## src/rtl/jtframe_dwnld_pkg.sv

```systemverilog
// Shared types for the ioctl-to-SDRAM download packer.
// Entry layout, FSM states and the PROM bank marker.
package jtframe_dwnld_pkg;

   typedef struct packed {
      logic [24:0] addr;
      logic [7:0]  data;
   } dwnld_entry_t;

   typedef enum logic [1:0] {
      IDLE,
      WRITE,
      GAP
   } state_t;

   // Bit 2 set marks PROM space; bits 1:0 carry the SDRAM bank
   localparam logic [2:0] BANK_PROM = 3'b100;

endpackage

```

## src/rtl/jtframe_dwnld_fifo.sv

```systemverilog
// Small synchronous FIFO holding captured ioctl bytes.
// Push while full is ignored unless a pop frees the slot.
module jtframe_dwnld_fifo #(
   parameter int DW = 33,
   parameter int AW = 2
) (
   input  logic          clk,
   input  logic          rst,
   input  logic          push,
   input  logic          pop,
   input  logic [DW-1:0] din,
   output logic [DW-1:0] dout,
   output logic          empty,
   output logic          full
);

   localparam int DEPTH = 1 << AW;

   logic [DW-1:0] mem [DEPTH];
   logic [AW-1:0] wr_ptr;
   logic [AW-1:0] rd_ptr;
   logic [AW:0]   cnt;
   logic          wr_en;
   logic          rd_en;

   assign empty = (cnt == '0);
   assign full  = cnt[AW];
   assign rd_en = pop & ~empty;
   assign wr_en = push & (~full | rd_en);
   assign dout  = mem[rd_ptr];

   always_ff @(posedge clk) begin
      if (wr_en) mem[wr_ptr] <= din;
   end

   always_ff @(posedge clk) begin
      if (rst) begin
         wr_ptr <= '0;
         rd_ptr <= '0;
         cnt    <= '0;
      end else begin
         if (wr_en) wr_ptr <= wr_ptr + 1'b1;
         if (rd_en) rd_ptr <= rd_ptr + 1'b1;
         cnt <= cnt + (AW+1)'(wr_en) - (AW+1)'(rd_en);
      end
   end

endmodule

```

## src/rtl/jtframe_dwnld_pack.sv

```systemverilog
// Packs ioctl bytes into masked 16-bit SDRAM programming writes.
// PROM-space bytes produce a prom_we strobe instead of a write.
module jtframe_dwnld_pack
   import jtframe_dwnld_pkg::*;
#(
   parameter logic [24:0] BA1_START  = 25'h08_0000,
   parameter logic [24:0] BA2_START  = 25'h10_0000,
   parameter logic [24:0] BA3_START  = 25'h18_0000,
   parameter logic [24:0] PROM_START = 25'h20_0000,
   parameter bit          SWAB       = 1'b0,
   parameter int          FIFO_AW    = 2
) (
   input  logic        clk,
   input  logic        rst,
   input  logic        downloading,
   input  logic [24:0] ioctl_addr,
   input  logic [7:0]  ioctl_data,
   input  logic        ioctl_wr,
   output logic [21:0] prog_addr,
   output logic [15:0] prog_data,
   output logic [1:0]  prog_mask,
   output logic [1:0]  prog_ba,
   output logic        prog_we,
   input  logic        prog_rdy,
   output logic        prom_we,
   output logic        dwnld_busy,
   output logic        overflow
);

   localparam int DW = $bits(dwnld_entry_t);

   dwnld_entry_t  din;
   dwnld_entry_t  head;
   logic [DW-1:0] head_bits;
   logic          empty;
   logic          full;
   logic          pop;
   logic          dl_q;
   state_t        state_q;
   state_t        state_d;
   logic [2:0]    bank;
   logic [24:0]   base;
   logic [22:0]   off;
   logic [21:0]   waddr;
   logic          lane;

   assign din  = '{addr: ioctl_addr, data: ioctl_data};
   assign head = head_bits;

   jtframe_dwnld_fifo #(
      .DW (DW),
      .AW (FIFO_AW)
   ) u_fifo (
      .clk   (clk),
      .rst   (rst),
      .push  (ioctl_wr),
      .pop   (pop),
      .din   (din),
      .dout  (head_bits),
      .empty (empty),
      .full  (full)
   );

   always_comb begin
      bank = BANK_PROM;
      base = PROM_START;
      unique case (1'b1)
         head.addr < BA1_START: begin
            bank = 3'd0;
            base = '0;
         end
         head.addr >= BA1_START && head.addr < BA2_START: begin
            bank = 3'd1;
            base = BA1_START;
         end
         head.addr >= BA2_START && head.addr < BA3_START: begin
            bank = 3'd2;
            base = BA2_START;
         end
         head.addr >= BA3_START && head.addr < PROM_START: begin
            bank = 3'd3;
            base = BA3_START;
         end
         head.addr >= PROM_START: ;
         default: ;
      endcase
   end

   // SDRAM wants a word address, PROM loaders want the byte offset
   assign off   = 23'(head.addr - base);
   assign waddr = bank[2] ? off[21:0] : off[22:1];
   assign lane  = head.addr[0] ^ SWAB;

   always_comb begin
      state_d = state_q;
      pop     = 1'b0;
      unique case (state_q)
         IDLE: begin
            if (!empty) begin
               pop     = 1'b1;
               state_d = WRITE;
            end
         end
         WRITE: begin
            if (prom_we || prog_rdy) state_d = GAP;
         end
         GAP:     state_d = IDLE;
         default: state_d = IDLE;
      endcase
   end

   always_ff @(posedge clk) begin
      if (rst) begin
         state_q    <= IDLE;
         prog_addr  <= '0;
         prog_data  <= '0;
         prog_mask  <= 2'b11;
         prog_ba    <= '0;
         prog_we    <= 1'b0;
         prom_we    <= 1'b0;
         dwnld_busy <= 1'b0;
         overflow   <= 1'b0;
         dl_q       <= 1'b0;
      end else begin
         state_q    <= state_d;
         dl_q       <= downloading;
         dwnld_busy <= downloading | ~empty | (state_q != IDLE);
         prom_we    <= pop & bank[2];
         if (pop) begin
            prog_addr <= waddr;
            prog_data <= {2{head.data}};
            prog_mask <= lane ? 2'b01 : 2'b10;
            prog_ba   <= bank[1:0];
            prog_we   <= ~bank[2];
         end else if (state_q == WRITE && prog_rdy) begin
            prog_we <= 1'b0;
         end
         if (ioctl_wr && full && !pop)
            overflow <= 1'b1;
         else if (downloading && !dl_q)
            overflow <= 1'b0;
      end
   end

endmodule
```

## config.mk

```make
export PLATFORM = sky130hd
export DESIGN_NAME = jtframe_dwnld_pack
export DESIGN_NICKNAME = d
export VERILOG_FILES = /design/src/rtl/jtframe_dwnld_pkg.sv /design/src/rtl/jtframe_dwnld_fifo.sv /design/src/rtl/jtframe_dwnld_pack.sv
export SDC_FILE = /design/constraint.sdc
export NUM_CORES = 1
export LEC_CHECK = 0
export ABC_AREA = 1
export CORE_ASPECT_RATIO = 1.25
export CORE_MARGIN = 10
export CORE_UTILIZATION = 35
export CTS_BUF_LIST = sky130_fd_sc_hd__clkbuf_4 sky130_fd_sc_hd__clkbuf_8 sky130_fd_sc_hd__clkbuf_16
export DETAILED_ROUTE_END_ITERATION = 16
export PLACE_DENSITY = 0.62
export SLEW_MARGIN = 10
export SYNTH_ARGS = -nofsm -noshare
export SYNTH_HDL_FRONTEND = slang
export SYNTH_SLANG_ARGS = --single-unit
```

## constraint.sdc

```tcl
create_clock -name clk -period 2.9 [get_ports clk]
set_input_delay 0.58 -clock clk [delete_from_list [all_inputs] [get_ports clk]]
set_output_delay 0.58 -clock clk [all_outputs]
set_load 0.05 [all_outputs]
```

# --- After elaboration in Yosys (flattened, before gate mapping) ---
# Memories as Yosys holds them, arrays and structs flattened. A register that Yosys moved wholly into a read port is not among the register bits.
# Index checks and enable logic that the tools add are counted.
word_totals:
  register_bits: 56
  mem_bits_rw: 132
  in_bits: 38
  output_inout_bits: 46
  word_cells: 71
  n_memories: 1
mem_list:
  columns: ["name", "depth", "word_bits", "rd", "rd_clocked_by_memory_dff", "write_ports", "line", "text"]
  rows:
  - ["u_fifo.mem", 4, 33, 1, 1, 1, "jtframe_dwnld_fifo.sv:19", "logic [DW-1:0] mem [DEPTH];"]
classes:
  n_addsub: 5
  magnitude_cmp: 7
  n_eq_ne: 3
  n_mux: 17
  bitwise: 9
  reduce_logical: 16
op_table:
  columns: ["op", "n"]
  rows:
  - ["22-bit one-hot mux with 4 select lines", 1]
  - ["25-bit by 21-bit greater-or-equal comparator with 1-bit output (second input constant)", 2]
  - ["25-bit by 21-bit less-than comparator with 1-bit output (second input constant)", 2]
  - ["25-bit by 20-bit greater-or-equal comparator with 1-bit output (second input constant)", 1]
  - ["25-bit by 20-bit less-than comparator with 1-bit output (second input constant)", 1]
  - ["25-bit by 22-bit less-than comparator with 1-bit output (second input constant)", 1]
  - ["23-bit subtractor", 1]
  - ["22-bit two-way mux", 1]
  - ["3-bit one-hot mux with 4 select lines", 1]
  - ["2-bit two-way mux", 5]
  - ["1-bit two-way mux", 8]
  - ["1-bit logical AND", 7]
  - ["2-bit nonzero test", 3]
  - ["2-bit by 1-bit adder with 2-bit output (second input constant)", 2]
  - ["2-bit != test (second input constant)", 2]
  - ["2-bit one-hot mux with 2 select lines", 1]
  - ["3-bit by 1-bit adder with 3-bit output", 1]
  - ["1-bit bitwise AND", 3]
  - ["3-bit logical NOT", 1]
  - ["1-bit inverter", 3]
  - ["1-bit OR", 3]
  - ["3-bit by 1-bit subtractor with 3-bit output", 1]
  - ["2-bit by 1-bit equality test with 1-bit output (second input constant)", 1]
  - ["1-bit logical NOT", 2]
  - ["3 further kinds", 3]

# --- Longest topological paths before layout ---
# Gate-level depths: netlist of the first run.
logic_depth:
  ltp_word: 8
  ltp_mapped: 17

# --- Cells and area by module ---
# From an unflattened synthesis of the first run, not the netlist that was laid out.
hier_totals:
  hier_cells: 664
  hier_area_um2: 7438.4
modules_own_cells:
  columns: ["mod", "instances", "cells_each", "area_per_inst_um2"]
  rows:
  - ["jtframe_dwnld_fifo", 1, 388, 5408.9]
  - ["jtframe_dwnld_pack", 1, 276, 2029.4]

# --- Worst setup path after synthesis of the first run ---
# OpenSTA, ideal clock, no wires.
synth_path:
  path_type: "input -> register"
  startpoint: "in ioctl_wr"
  endpoint: "mem u_fifo.mem[0][0] (enable)"
  arrival_time_ps: 2143
  required_time_ps: 2477
  path_slack_ps: 333
  path_stages: 2
  cell_sequence: "nand2_1 -> nor2_1"
synth_between:
  elab_chain_len: 3
synth_rtl:
  columns: ["item", "line", "text"]
  rows:
  - ["start: declaration", "jtframe_dwnld_pack.sv:18", "input logic ioctl_wr,"]
  - ["1-bit bitwise AND", "jtframe_dwnld_fifo.sv:29", "assign wr_en = push & (~full | rd_en);"]
  - ["1-bit two-way mux", "jtframe_dwnld_fifo.sv:33", "if (wr_en) mem[wr_ptr] <= din;"]
  - ["1-bit two-way mux (implied by the code)", "jtframe_dwnld_fifo.sv:33", null]
  - ["end: declaration", "jtframe_dwnld_fifo.sv:19", null]
# Every way passes these cells.

==> summary.md, run 1 <==
| Metric | Value |
|---|---|
| Area of the core | 21,500 um^2 |
| Top area cells in the synthesized netlist | edfxtp_1, dfxtp_1, nand2_1, inv_1, nand3_1 |
| Final WL | 16,900 um |
| Register area | 4970 um^2 |
| Most common cell after layout, fill and taps aside | nand2_1 |
| Pwr Density | 1080 nW/um^2 |
| Gate power share | 0.424 |
| XOR/XNOR Fraction of Synth Area | 0.00229 |
| Footprint of the multi-input gates | 1970 um^2 |
| Fin. Hold Viols | 0 |
| Final net count | 884 |
| Worst-case vdd ir drop | 0.618 mV |
| Cell at the slowest stage of the critical path | fa_1 |
| Synthesized area | 7640 um^2 |
| Switch Pwr | 4.16 mW |
| Leak Pwr | 3.90 nW |
| Hold Path Class | reg -> reg |
| Worst skew pair latency | 0.43 ns |
| DRT iter0 DRCs | 341 |
| CTS Sinks | 182 |
| Max-slew violations | 0 |
| CP max FO | 26 |
| Sw Ratio | 0.412 |
| Slew of the pin with the lowest slew margin | 0.570 ns |
| CP max stage delay | 0.38 ns |
| Setup_tns | 0 ns |
| Die Width | 152 um |
| Final Cycle Share | 0.837 |
| Vias in the first global route | 5,090 |
| Peak Freq | 412 MHz |
| WP data required | 3.28 ns |
| Crit path cell chain | inv_2 > nor2_1 > nand3_1 > nand2_1 > nand2_2 > nand2_4 > nand2_1 > inv_1 > ha_1 > fa_1 > xnor2_1 > nand3_1 > nand3_1 > nand2_1 > inv_1 |
| Grt total ovfl | 0 |
| Sequential share of power | 0.351 |
| Leading area contributor after synthesis | edfxtp_1 |
| Critical Path End Type | flop |
| Crit Path Class | reg -> reg |
| DRT antenna net count | 0 |
| Initial DRT Pass Iterations | 5 |
| Synth Warn # | 0 |
| Synth-to-Final Area Change | 22.8% |
| Initial cell density of the core | 0.356 |
| Synth top area share | 0.519 |
| Mux contribution to synthesized area | 0 |
| Share of layout cells above drive strength 1 | 0.0767 |
| RSZ-0062 raised after global routing | false |
| Final setup viols | 0 |
| Avg Cell Area, Syn | 10.1 um^2 |
| Relative slew slack | 0.619 |
| Cells after Synth | 759 |
| Critical path launch point type | flop |
| Status | finished clean |
| First-pass GRT wire length | 27,000 um |
| CTS buffer count | 17 |
| CTS tree | yes |
| Clock power share | 0.225 |
| Placer Congestion | 0.775 |
| Root Buffer | clkbuf_16 |
| # resized after CTS | 0 |
| Post-CTS setup buffers | 0 |
| Pin count of the biggest net entering global routing | 46 |
| Hold-fix buffers at CTS | 0 |
| FF+latch count, synth | 182 |
| Final Worst Setup Slack | 0.474 ns |
| ANT cells | 0 |
| I/O pin total | 84 |
| Post-synthesis sequential area ratio | 0.650 |
| GRT Total Usage | 0.121 |
| Post-synthesis cell type count | 30 |
| Die Area | 28,200 um^2 |
| Post-layout util | 0.437 |
| Routed len/inst | 15.0 um |
| Max Root-Sink Buffers | 2 |
| Inst Count DP | 1,095 |
| # H-tree levels | 4 |
| Die height | 185 um |
| Number of port buffers | 83 |
| Layout fillers | 2,035 |
| Maxcap violations | 0 |
| Clk_skew | 0.00663 ns |
| DP Worst Slack | 0.488 ns |
| Largest family of logic cells by synthesized area | simple AND/OR/NAND/NOR gates |
| Synth Area in Compound Gates | 0.0442 |
| Final Critical Period | 2.43 ns |
| HPWL Detailed | 10,800 um |
| Vias | 5,187 |
| Clock slew at reported path FFs | 0.07 ns |
| P_int | 5.94 mW |
| Cell row count | 60 |
| Post-synthesis simple-gate area fraction | 0.188 |
| Post-route DRC | 0 |
| Worst EP arrival | 2.80 ns |
| Most frequent cells in the layout | nand2_1, edfxtp_1, inv_1 |
| Non-Filler Instances | 1,127 |
| Vias/cell | 4.60 |
| Syn Nets | 808 |
| Antenna violations before repair | 0 |
| Fraction of the mapped netlist area in adder cells | 0.0200 |
worst max-delay path, delay by kind of cell (launching register included):
kind | cells | cell delay, ns
and+or+nand+nor | 9 | 0.88
adders and majority gates | 2 | 0.59
xor gates and xnor gates | 1 | 0.20
buffers and inverters | 3 | 0.34
DFF | 1 | 0.35
synthesized netlist by cell type, drive strengths merged:
master  count
a31oi       8
a211oi      1
fa          2
ha          9
nand4      21
nor4        1
xor2        1
nand2     166
buf        42
edfxtp    132
clkbuf      5
o21ai      34
xnor2       1
a32oi       2
nor3        1
nor2       58
a21oi      17
dfxtp      50
clkinv      2
inv       121
nand3      85
power groups by stage:
stage	clock [mW]	sequential [mW]	combinational, mW
CTS	2.32	3.55	4.35
finish	2.27	3.54	4.28
global placement	0	3.60	4.30
detailed placement	0	3.60	4.33
floorplan	0	4.42	2.24
global route	2.43	3.60	4.74
metrics by stage:
stage	instance area, um^2	hold slack (ns)	power, mW
after global routing	9380	0.461	10.8
after floorplan	7640	0.405	6.67
after CTS	9380	0.426	10.2
final	9380	0.425	10.1
after detailed placement	8790	0.417	7.93
after global placement	8790	0.412	7.90
cells by family (layout without fill, tap and decap cells):
group / Yosys count / after routing
AOI/OAI and AO/OA: 62 / 62
buffers and inverters: 170 / 259
DFF: 182 / 182
xor gates and xnor gates: 2 / 2
and+or+nand+nor: 332 / 332
adders and majority gates: 11 / 11
layer usage:
metal,global-route usage,vias to the layer above,wire length [um]
met1,0.138,2411,7140
met2,0.212,135,8540
met4,0.0444,0,184
met5,0,-,0
met3,0.0353,13,1040
li1,-,2628,-
sequential cells by signal (all words and copies together) (netlist names), named ones only:
register / cells
prom_we: 1
prog_data: 8
dl_q: 1
state_q: 2
prog_ba: 2
prog_mask: 2
dwnld_busy: 1
prog_addr: 22
overflow: 1
u_fifo.mem: 132
prog_we: 1
u_fifo.cnt: 3
u_fifo.wr_ptr: 2
u_fifo.rd_ptr: 2
layout make-up:
cell class,count,share of cell area
clock buffer,18,0.0468
timing repair buffer,104,0.111
sequential,182,0.530
inverter,123,0.0492
tap,279,0.0372
clock inverter,14,0.0159
multi-input combinational,407,0.211
final timing paths:
check | to | depth (start not counted) | from | slack, ns
max reg2reg | prog_addr[20] | 15 | flop | 0.47
max | prog_addr[20] | 15 | flop | 0.47
min reg2reg | state_q[1] | 1 | state_q[1] | 0.42
min | state_q[1] | 1 | state_q[1] | 0.42
Power figures use the tool's default switching activity.
==> inputs of run 2 (changes only) <==
--- a/config.mk
+++ b/config.mk
@@ -11,7 +11,7 @@
 export CORE_UTILIZATION = 35
 export CTS_BUF_LIST = sky130_fd_sc_hd__clkbuf_4 sky130_fd_sc_hd__clkbuf_8 sky130_fd_sc_hd__clkbuf_16
 export DETAILED_ROUTE_END_ITERATION = 16
-export PLACE_DENSITY = 0.62
+export PLACE_DENSITY = 0.64
 export SLEW_MARGIN = 10
 export SYNTH_ARGS = -nofsm -noshare
 export SYNTH_HDL_FRONTEND = slang
==> constraint.sdc (replaced) <==
create_clock -name clk -period 2.1 [get_ports clk]
set_input_delay 0.42 -clock clk [delete_from_list [all_inputs] [get_ports clk]]
set_output_delay 0.42 -clock clk [all_outputs]
set_load 0.05 [all_outputs]
==> run 2 against run 1 <==
Sequential power increased by 39%. Utilization increased by 1.2 points. Largest cell class unchanged. Worst hold slack barely moved. Critical path depth down 14. Register-to-register slack lost 0.38 ns. Clock skew is 0.0028 ns higher. First-iteration DRC count shrank 17%. Power up 41%. Highest routed layer unchanged. Via count grew 3.9%.
==> summary.md, run 2 (same netlist as run 1, synthesis figures left out) <==
| Metric | Value |
|---|---|
| Status | finished clean |
| Most common cell after layout, fill and taps aside | nand2_1 |
| RSZ-0062 raised after global routing | true |
| Family with the most delay on the worst path | buffers and inverters |
| First-pass GRT wire length | 27,600 um (+2.3%) |
| DRT iter0 DRCs | 283 (-17%) |
| Final Cycle Share | 0.994 |
| R2r setup slk | 0.09 ns (-0.38 ns) |
| Grt total ovfl | 0 (unchanged) |
| Share of layout cells above drive strength 1 | 0.125 (+0.0486) |
| Leak Pwr | 4.07 nW (+4.2%) |
| Reg2Reg Depth | 12 (-3) |
| Slew of the pin with the lowest slew margin | 0.554 ns (-0.0162 ns) |
| Cell row count | 60 (unchanged) |
| Initial DRT Pass Iterations | 5 (unchanged) |
| I/O pin total | 84 (unchanged) |
| Worst EP arrival | 1.67 ns (-1.13 ns) |
| Antenna violations before repair | 2 (+2) |
| Final net count | 898 (+1.6%) |
| Total power | 14.2 mW (+41%) |
| Peak Freq | 479 MHz |
| Most frequent cells in the layout | nand2_1, edfxtp_1, inv_1 |
| Pwr Density | 1480 nW/um^2 (+37%) |
| Routed len/inst | 15.4 um (+2.7%) |
| Max Root-Sink Buffers | 2 (unchanged) |
| CP max FO | 2 (-92%) |
| Vias/cell | 4.71 (+2.4%) |
| Gate power share | 0.443 (+0.019) |
| Critical path origin | prog_addr[15] |
| Vias in the first global route | 5,298 (+4.1%) |
| P_int | 8.35 mW (+41%) |
| Sequential share of power | 0.345 (-0.006) |
| Worst skew pair latency | 0.43 ns (about the same) |
| Cell at the slowest stage of the critical path | clkdlybuf4s50_1 |
| Root Buffer | clkbuf_16 |
| CTS buffer count | 17 (unchanged) |
| Final setup viols | 0 (unchanged) |
| Largest registers | u_fifo.mem x132, prog_addr x22, prog_data x8 |
| WP data required | 1.68 ns (-1.60 ns) |
| Final Critical Period | 2.09 ns |
| Max-slew violations | 0 (unchanged) |
| Number of port buffers | 83 (unchanged) |
| Placer Congestion | 0.788 (+1.6%) |
| Most flops, register | u_fifo.mem |
| Synth-to-Final Area Change | 26.2% |
| Clock slew at reported path FFs | 0.07 ns (about the same) |
| DRT antenna net count | 0 (unchanged) |
| Reg-to-reg endpoint | prog_addr[19] |
| Setup crit end | prog_addr[15] |
| Clk_skew | 0.00943 ns (+0.00280 ns) |
| CP max stage delay | 0.84 ns (+0.46 ns) |
| Area of the core | 21,500 um^2 (unchanged) |
| Hold Path Class | reg -> reg |
| Critical Path End Type | output pin |
| Die Area | 28,200 um^2 (unchanged) |
| Critical path launch point type | flop |
| Worst-case vdd ir drop | 0.755 mV (+22%) |
| Initial cell density of the core | 0.356 (unchanged) |
| Relative slew slack | 0.630 (+0.0114) |
| Pin count of the biggest net entering global routing | 41 (-11%) |
| Switch Pwr | 5.89 mW (+42%) |
| # H-tree levels | 4 (unchanged) |
| Maxcap violations | 0 (unchanged) |
| Clock power share | 0.211 (-0.014) |
| Crit path buffers/inverters | 1 (-2) |
| Instance count on the critical path | 1 (-14) |
| CTS Sinks | 182 (unchanged) |
| Post-layout util | 0.449 (+0.0123) |
| Largest register FFs | 132 (unchanged) |
| Vias | 5,387 (+3.9%) |
| HPWL Detailed | 11,600 um (+6.9%) |
| Post-route DRC | 0 (unchanged) |
| Die Width | 152 um (unchanged) |
| CTS tree | yes |
| Sw Ratio | 0.414 (+0.00191) |
| Fin. Hold Viols | 0 (unchanged) |
| Hold-fix buffers at CTS | 0 (unchanged) |
| Crit Path Class | reg -> out |
| Final WL | 17,600 um (+4.1%) |
| GRT Total Usage | 0.124 (+0.00264) |
| Crit path cell chain | clkdlybuf4s50_1 |
| Die height | 185 um (unchanged) |
-- run 2: cell types whose count changed in the layout (fill, tap and decap cells not counted), sizes merged, moves of 2 or more --
cell | before | now
inv | 125 | 122
dlymetal6s2s | 0 | 6
clkdlybuf4s50 | 83 | 75
clkinv | 6 | 9
buf | 21 | 37
clkbuf | 18 | 20
diode | 0 | 2
-- run 2: worst register-to-register path: stages, from the launching register on --
cell and delay, ns:
dfxtp_4 0.38, inv_6 0.08, buf_6 0.10, nand2_1 0.06, a32oi_2 0.22, inv_2 0.07, ha_4 0.17, fa_2 0.52
inv_2 0.04, nand3_1 0.07, nand3_1 0.08, nand2_1 0.06, inv_1 0.04
-- run 2: how the worst min path moves through the flow --
stage	startpoint	endpoint	slack, ns	cells past startpoint
2_1_floorplan	state_q[1]	state_q[1]	0.41	1
3_3_place_gp	state_q[1]	state_q[1]	0.42	1
3_5_place_dp	state_q[1]	state_q[1]	0.42	1
4_1_cts	state_q[1]	state_q[1]	0.43	1
5_1_grt	state_q[1]	state_q[1]	0.45	1
6_report	state_q[1]	state_q[1]	0.42	1
-- run 2: repair_timing --
action | in CTS | in global routing
cloned | 0 | 0
setup buffers | 0 | 5
gates resized for setup | 1 | 31
pin swaps | 0 | 10
setup endpoints to repair | 2 | 10
endpoints found under the hold margin | 0 | 0
-- run 2: layout make-up --
cell class | instances | area, um^2
Fill cell | 2006 | 11800
Sequential cell | 182 | 4970
Multi-Input combinational cell | 407 | 2070
Timing Repair Buffer | 118 | 1210
Inverter | 123 | 467
Clock buffer | 20 | 454
Tap cell | 279 | 349
Clock inverter | 12 | 104
Antenna cell | 2 | 5.00
-- run 2: through the flow --
step | instances | setup WS [ns] | area, um^2 | hold WS (ns) | setup TNS [ns]
floorplan | 759 | -0.428 | 7690 | 0.405 | -56.43
global placement | 1104 | 0.0476 | 8940 | 0.418 | 0
detailed placement | 1104 | -0.0369 | 8940 | 0.419 | -0.0427
CTS | 1136 | 0.00310 | 9500 | 0.429 | 0
global route | 1142 | -0.0281 | 9640 | 0.446 | -0.0568
finish | 1143 | 0.0127 | 9640 | 0.425 | 0
-- run 2: routing by layer --
| metal | track usage | share of wire |
|---|---|---|
| met1 | 0.131 | 0.40 |
| met2 | 0.221 | 0.51 |
| met3 | 0.0364 | 0.056 |
| met4 | 0.0632 | 0.028 |
| met5 | 0 | 0 |
-- run 2: power by group through the flow --
stage          Clock [mW]  Combinational, mW  Sequential [mW]
6_report             3.01               6.31             4.92
5_1_grt              3.22               6.90             4.99
4_1_cts              3.06               6.18             4.93
3_5_place_dp            0               6.15             5.00
3_3_place_gp            0               6.10             4.98
2_1_floorplan           0               3.21             6.12
